## src/rtl/terminal_controller.sv

```systemverilog
// terminal_controller: console sequencer for the 80x25 text video generator.
// Interprets a byte stream (printables plus CR/LF/BS/FF), writes the character
// ring buffer, tracks the cursor, and scrolls by advancing first_char around
// the ring and blanking the newly exposed bottom row.
module terminal_controller #(
  parameter int          COLS         = 80,
  parameter int          ROWS         = 25,
  parameter int          BLINK_CYCLES = 12_600_000,
  parameter logic [7:0]  FILL_CHAR    = 8'h20
) (
  input  logic        clk,
  input  logic        reset,
  input  logic [7:0]  in_data,
  input  logic        in_valid,
  output logic        in_ready,
  output logic        wr_en,
  output logic [10:0] wr_addr,
  output logic [7:0]  wr_data,
  output logic [6:0]  cursor_x,
  output logic [4:0]  cursor_y,
  output logic [10:0] first_char,
  output logic        cursor_blink_on
);

  localparam int RING = COLS * ROWS;
  localparam int BW   = (BLINK_CYCLES > 1) ? $clog2(BLINK_CYCLES) : 1;

  localparam logic [1:0] CLR_ALL = 2'd0;
  localparam logic [1:0] IDLE    = 2'd1;
  localparam logic [1:0] CLR_ROW = 2'd2;

  logic [1:0]    state;
  logic [10:0]   ptr;        // next clear address
  logic [6:0]    row_cnt;    // writes done in the current row clear
  logic [BW-1:0] blink_cnt;

  logic        accept, is_print, is_cr, is_lf, is_bs, is_ff;
  logic        at_eol, at_bottom, do_nl, do_scroll;
  logic [11:0] lin_off, sum_addr;
  logic [10:0] cur_addr, fc_adv;

  // Byte decode, cursor ring address and the scrolled first_char value
  always_comb begin
    accept    = in_valid && in_ready;
    is_print  = (in_data >= 8'h20) && (in_data <= 8'h7E);
    is_cr     = (in_data == 8'h0D);
    is_lf     = (in_data == 8'h0A);
    is_bs     = (in_data == 8'h08);
    is_ff     = (in_data == 8'h0C);
    at_eol    = (cursor_x == 7'(COLS - 1));
    at_bottom = (cursor_y == 5'(ROWS - 1));
    do_nl     = accept && (is_lf || (is_print && at_eol));
    do_scroll = do_nl && at_bottom;
    // first_char < RING and the screen offset < RING, so one subtract wraps it
    lin_off   = 12'(cursor_y) * 12'(COLS) + 12'(cursor_x);
    sum_addr  = {1'b0, first_char} + lin_off;
    cur_addr  = (sum_addr >= 12'(RING)) ? 11'(sum_addr - 12'(RING)) : sum_addr[10:0];
    fc_adv    = (first_char == 11'(RING - COLS)) ? 11'd0 : first_char + 11'(COLS);
  end

  // Sequencer: full clear, byte interpretation, bottom-row clear after scroll
  always_ff @(posedge clk) begin
    if (reset) begin
      state      <= CLR_ALL;
      ptr        <= '0;
      row_cnt    <= '0;
      in_ready   <= 1'b0;
      wr_en      <= 1'b0;
      wr_addr    <= '0;
      wr_data    <= '0;
      cursor_x   <= '0;
      cursor_y   <= '0;
      first_char <= '0;
    end else begin
      wr_en <= 1'b0;
      case (state)
        CLR_ALL: begin
          wr_en    <= 1'b1;
          wr_addr  <= ptr;
          wr_data  <= FILL_CHAR;
          ptr      <= ptr + 11'd1;
          in_ready <= 1'b0;
          if (ptr == 11'(RING - 1)) state <= IDLE;
        end
        CLR_ROW: begin
          // the row starts on a multiple of COLS, so it never wraps the ring
          wr_en    <= 1'b1;
          wr_addr  <= ptr;
          wr_data  <= FILL_CHAR;
          ptr      <= ptr + 11'd1;
          row_cnt  <= row_cnt + 7'd1;
          in_ready <= 1'b0;
          if (row_cnt == 7'(COLS - 1)) state <= IDLE;
        end
        IDLE: begin
          in_ready <= 1'b1;
          if (accept) begin
            if (is_print) begin
              wr_en   <= 1'b1;
              wr_addr <= cur_addr;
              wr_data <= in_data;
              if (!at_eol) cursor_x <= cursor_x + 7'd1;
            end
            if (is_cr || do_nl) cursor_x <= '0;
            if (is_bs && (cursor_x != 7'd0)) cursor_x <= cursor_x - 7'd1;
            if (do_nl && !at_bottom) cursor_y <= cursor_y + 5'd1;
            // scroll: old top row becomes the new bottom row and gets blanked
            if (do_scroll) begin
              first_char <= fc_adv;
              ptr        <= first_char;
              row_cnt    <= '0;
              state      <= CLR_ROW;
              in_ready   <= 1'b0;
            end
            if (is_ff) begin
              first_char <= '0;
              cursor_x   <= '0;
              cursor_y   <= '0;
              ptr        <= '0;
              state      <= CLR_ALL;
              in_ready   <= 1'b0;
            end
          end
        end
        default: begin
          state    <= CLR_ALL;
          ptr      <= '0;
          in_ready <= 1'b0;
        end
      endcase
    end
  end

  // Free-running blink divider, toggles the phase on each wrap
  always_ff @(posedge clk) begin
    if (reset) begin
      blink_cnt       <= '0;
      cursor_blink_on <= 1'b1;
    end else if (blink_cnt == BW'(BLINK_CYCLES - 1)) begin
      blink_cnt       <= '0;
      cursor_blink_on <= ~cursor_blink_on;
    end else begin
      blink_cnt <= blink_cnt + BW'(1);
    end
  end

endmodule

```

## config.mk

```make
export PLATFORM = sky130hd
export DESIGN_NAME = terminal_controller
export DESIGN_NICKNAME = d
export VERILOG_FILES = /design/src/rtl/terminal_controller.sv
export SDC_FILE = /design/constraint.sdc
export NUM_CORES = 1
export LEC_CHECK = 0
export CAP_MARGIN = 20
export CORE_ASPECT_RATIO = 0.6
export CORE_UTILIZATION = 40
export CTS_CLUSTER_SIZE = 24
export DETAILED_ROUTE_END_ITERATION = 7
export PLACE_DENSITY_LB_ADDON = 0.3
export SLEW_MARGIN = 20
export SYNTH_ARGS = -nofsm -noshare
export SYNTH_HDL_FRONTEND = slang
export SYNTH_SLANG_ARGS = --single-unit
```

## constraint.sdc

```tcl
create_clock -name clk -period 3.7 [get_ports clk]
set_input_delay 1.11 -clock clk [delete_from_list [all_inputs] [get_ports clk]]
set_output_delay 1.11 -clock clk [all_outputs]
set_load 0.01 [all_outputs]
```

==> results of run 1 <==
[kinds of logic (layout without fill, tap and decap cells)]
logic type | count (synthesis) | count (layout) | share of synthesized area
buffers and inverters | 45 | 115 | 0.0428
AOI/OAI and AO/OA | 144 | 144 | 0.203
xor gates and xnor gates | 45 | 45 | 0.0740
muxes | 6 | 6 | 0.0115
other | 1 | 7 | 0.000704
adders and majority gates | 34 | 34 | 0.0869
and+or+nand+nor | 261 | 261 | 0.261
DFF | 85 | 85 | 0.319
[metrics by stage]
stage | hold slack [ns] | instance area, um2
after floorplan | 0.426 | 5350
after CTS | 0.468 | 6400
after detailed placement | 0.453 | 6120
after global routing | 0.496 | 6500
after global placement | 0.440 | 6120
final | 0.465 | 6500
[final cells by class]
cell class | instances | area, um2 | share of cell area
well taps | 170 | 213 | 0.0327
multi-input cells | 497 | 3520 | 0.541
clock inverters | 6 | 46.3 | 0.00712
clock buffers | 10 | 229 | 0.0352
repair buffers | 79 | 721 | 0.111
inverters | 20 | 75.1 | 0.0115
flip-flops and latches | 85 | 1700 | 0.262
[sequential cells by signal, indices dropped and copies added (netlist names)]
signal and cells:
first_char 7, wr_en 1, blink_cnt 24, in_ready 1
wr_data 8, row_cnt 7, ptr 11, cursor_blink_on 1
state 2, cursor_y 5, cursor_x 7, wr_addr 11
[timing repair]
| item | in CTS | in global routing |
|---|---|---|
| setup endpoints to repair | 1 | 7 |
| hold buffers | 0 | 0 |
| pin swaps | 0 | 6 |
| setup buffers | 0 | 1 |
| hold endpoints to repair | 0 | 0 |
| resized for setup | 1 | 16 |
[path summary, 6_finish.rpt]
path,to,slack [ns],start,cells past startpoint
hold / removal,blink_cnt[0]$_SDFF_PP0_,0.47,blink_cnt[0]$_SDFF_PP0_,1
setup reg to reg,wr_addr[7]$_SDFFE_PP0P_,0.11,cursor_y[4]$_SDFFE_PP0P_,14
hold reg to reg,blink_cnt[0]$_SDFF_PP0_,0.47,blink_cnt[0]$_SDFF_PP0_,1
setup / recovery,wr_addr[7]$_SDFFE_PP0P_,0.11,cursor_y[4]$_SDFFE_PP0P_,14
[worst reg2reg max path, stage by stage, from the launching register on]
cell       delay, ns
dfxtp_1         0.38
ha_4            0.22
ha_1            0.28
a21o_1          0.19
a21oi_2         0.14
xnor2_1         0.09
ha_1            0.33
ha_4            0.29
or4b_4          0.47
o2111ai_4       0.10
a311oi_4        0.07
a21o_1          0.25
nor3_4          0.23
o311ai_1        0.11
a221o_1         0.33
[cells in the final DEF (no fill, tap or decap), drive strengths merged, types with 5 or more instances in the layout]
cell,Yosys,layout
dfxtp,85,85
nor2,77,77
clkdlybuf4s50,0,51
nand2,47,47
a21oi,40,40
ha,29,29
buf,13,28
nand3,27,27
xnor2,23,23
inv,20,23
xor2,22,22
o21ai,20,20
and3,19,19
nor3,15,15
or3,14,14
nand4,12,12
clkbuf,12,10
nor2b,9,9
a22o,8,8
nand2b,7,7
conb,1,7
a22oi,7,7
a31oi,6,6
a21o,6,6
nand4b,6,6
and2,6,6
a311oi,6,6
o22ai,6,6
a211oi,6,6
nor4,6,6
mux2i,5,5
fa,5,5
or2,5,5
[metal layers]
layer,track usage,routed length [um]
met5,0,0
met4,0.0450,168
met3,0.0603,1230
met2,0.303,5780
met1,0.324,7230
[report_power, final]
part | internal, uW | switching, uW
Sequential | 923 | 7.13
Combinational | 34.1 | 44.4
Clock | 461 | 387
==> metrics.md, run 1 <==
| Metric | Value |
|---|---|
| Seq/Total Area, Yosys | `0.319` |
| Worst path cell trace | `ha_4 > ha_1 > a21o_1 > a21oi_2 > xnor2_1 > ha_1 > ha_4 > or4b_4 > o2111ai_4 > a311oi_4 > a21o_1 > nor3_4 > o311ai_1 > a221o_1` |
| Rows | `32` |
| Post-Syn Area | `5330 um2` |
| Final setup TNS | `0 ns` |
| Netlist cell types | `86` |
| Fin util | `0.503` |
| Slowest-stage cell, CP | `or4b_4` |
| Top post-synthesis cells by area | `dfxtp_1 (32%), ha_1 (6.8%), nor2_1 (5.3%), xnor2_1 (3.8%), xor2_1 (3.6%)` |
| Slew HR | `0.517` |
| P_leak | `roughly 0.0025 uW` |
| Max_cap viols | `0` |
| Setup crit start kind | `flip-flop` |
| Vias per cell | `around 5.6` |
| DR pass1 iterations | `5` |
| Yosys top cell area share | `0.319` |
| Worst-margin pin slew | `0.720 ns` |
| Largest net degree at the start of global routing | `27` |
| Top_reg_cell synth | `dfxtp_1` |
| Crit path largest cell delay | `0.47 ns` |
| Antenna violations before repair | `0` |
| Clock Path Buffers | `2` |
| Synth top cells by count | `dfxtp_1 (85), nor2_1 (75), nand2_1 (47), a21oi_1 (38), ha_1 (29)` |
| Wire per inst | `roughly 17 um` |
| Fin cells | `867` |
| Worst path top cell family by delay | `compound AO/OA/AOI/OAI gates` |
| Layout cells sized above 1 | `0.131` |
| Ys Warns | `0` |
| Fin crit period | `between 3 and 4 ns` |
| Total CTS buffers | `9` |
| Die H | `a little over 90 um` |
| Max IR drop VDD | `between 0.15 and 0.2 mV` |
| Root buf cell | `clkbuf_16` |
| Critical Path End Type | `flip-flop` |
| WP buf/inv | `0` |
| DRC viols | `0` |
| Ant. Diodes | `0` |
| Initial Util | `0.412` |
| Antenna viol nets, final | `0` |
| Ys async rst share | `0` |
| Top-Level Pins | `56` |
| Setup CP Type | `flip-flop to flip-flop` |
| Dominant cell type by area after synthesis | `dfxtp_1` |
| First-pass GRT wire length | `23400 um` |
| Pwr Density | `roughly 290 nW/um2` |
| Clk_lat worst skew | `0.34 ns` |
| Final worst path period share | `0.971` |
| Status | `complete, no violations` |
| Hold/Removal Path Class | `flip-flop to flip-flop` |
| Via Count | `between 4k and 5k` |
| Pre-CTS setup slack | `-0.0591 ns` |
| Most frequent cell after synthesis | `dfxtp_1` |
| CTS tree | `built` |
| Worst EP required | `3.93 ns` |
| Die Wd | `between 150 and 200 um` |
| Worst-path clk slew | `~0.07 ns` |
| Area growth syn-to-layout | `22.1%` |
| Final clock skew | `~0.0097 ns` |
| Core ar. | `roughly 13000 um2` |
| Die ar. | `between 10000 and 15000 um2` |
| Avg Inst Size Synth | `8.58 um2` |
| Syn Inst Count | `621` |
| Detail Placement HPWL | `roughly 11000 um` |
| CP max FO | `4` |
| Finish-stage setup viols | `0` |
| Post-layout nets | `between 700 and 800` |
| Clk sink count | `85` |
| WP data arrival | `~3.8 ns` |
| PortBufs | `between 50 and 60` |
| Design Power | `about 1900 uW` |
| H-Tree Depth | `3` |
| EDFF count, synth | `0` |
| Vias in the first global route | `approximately 4.6k` |
| GR Overflow Total | `0` |
| GRT Util Overall | `0.217` |
| Setup ws final | `0.107 ns` |
| Drt initial violations | `322` |
| FILL cells | `1206` |
| Routability cong. | `roughly 0.88` |
| Final-report max-slew violation count | `0` |
| Hold Vio Cnt, Final | `0` |
| Synth Register Bits | `85` |
| Maximum clock rate | `~280 MHz` |
| Placed cells | `850` |
| Final WL | `14400 um` |
No activity file was read; power rests on OpenSTA's default activity.
==> inputs of run 2 (changes only) <==
SLEW_MARGIN = not set   (was 20)
==> results of run 2 <==
Final layout, timing and power as in run 1 (identical DEF).
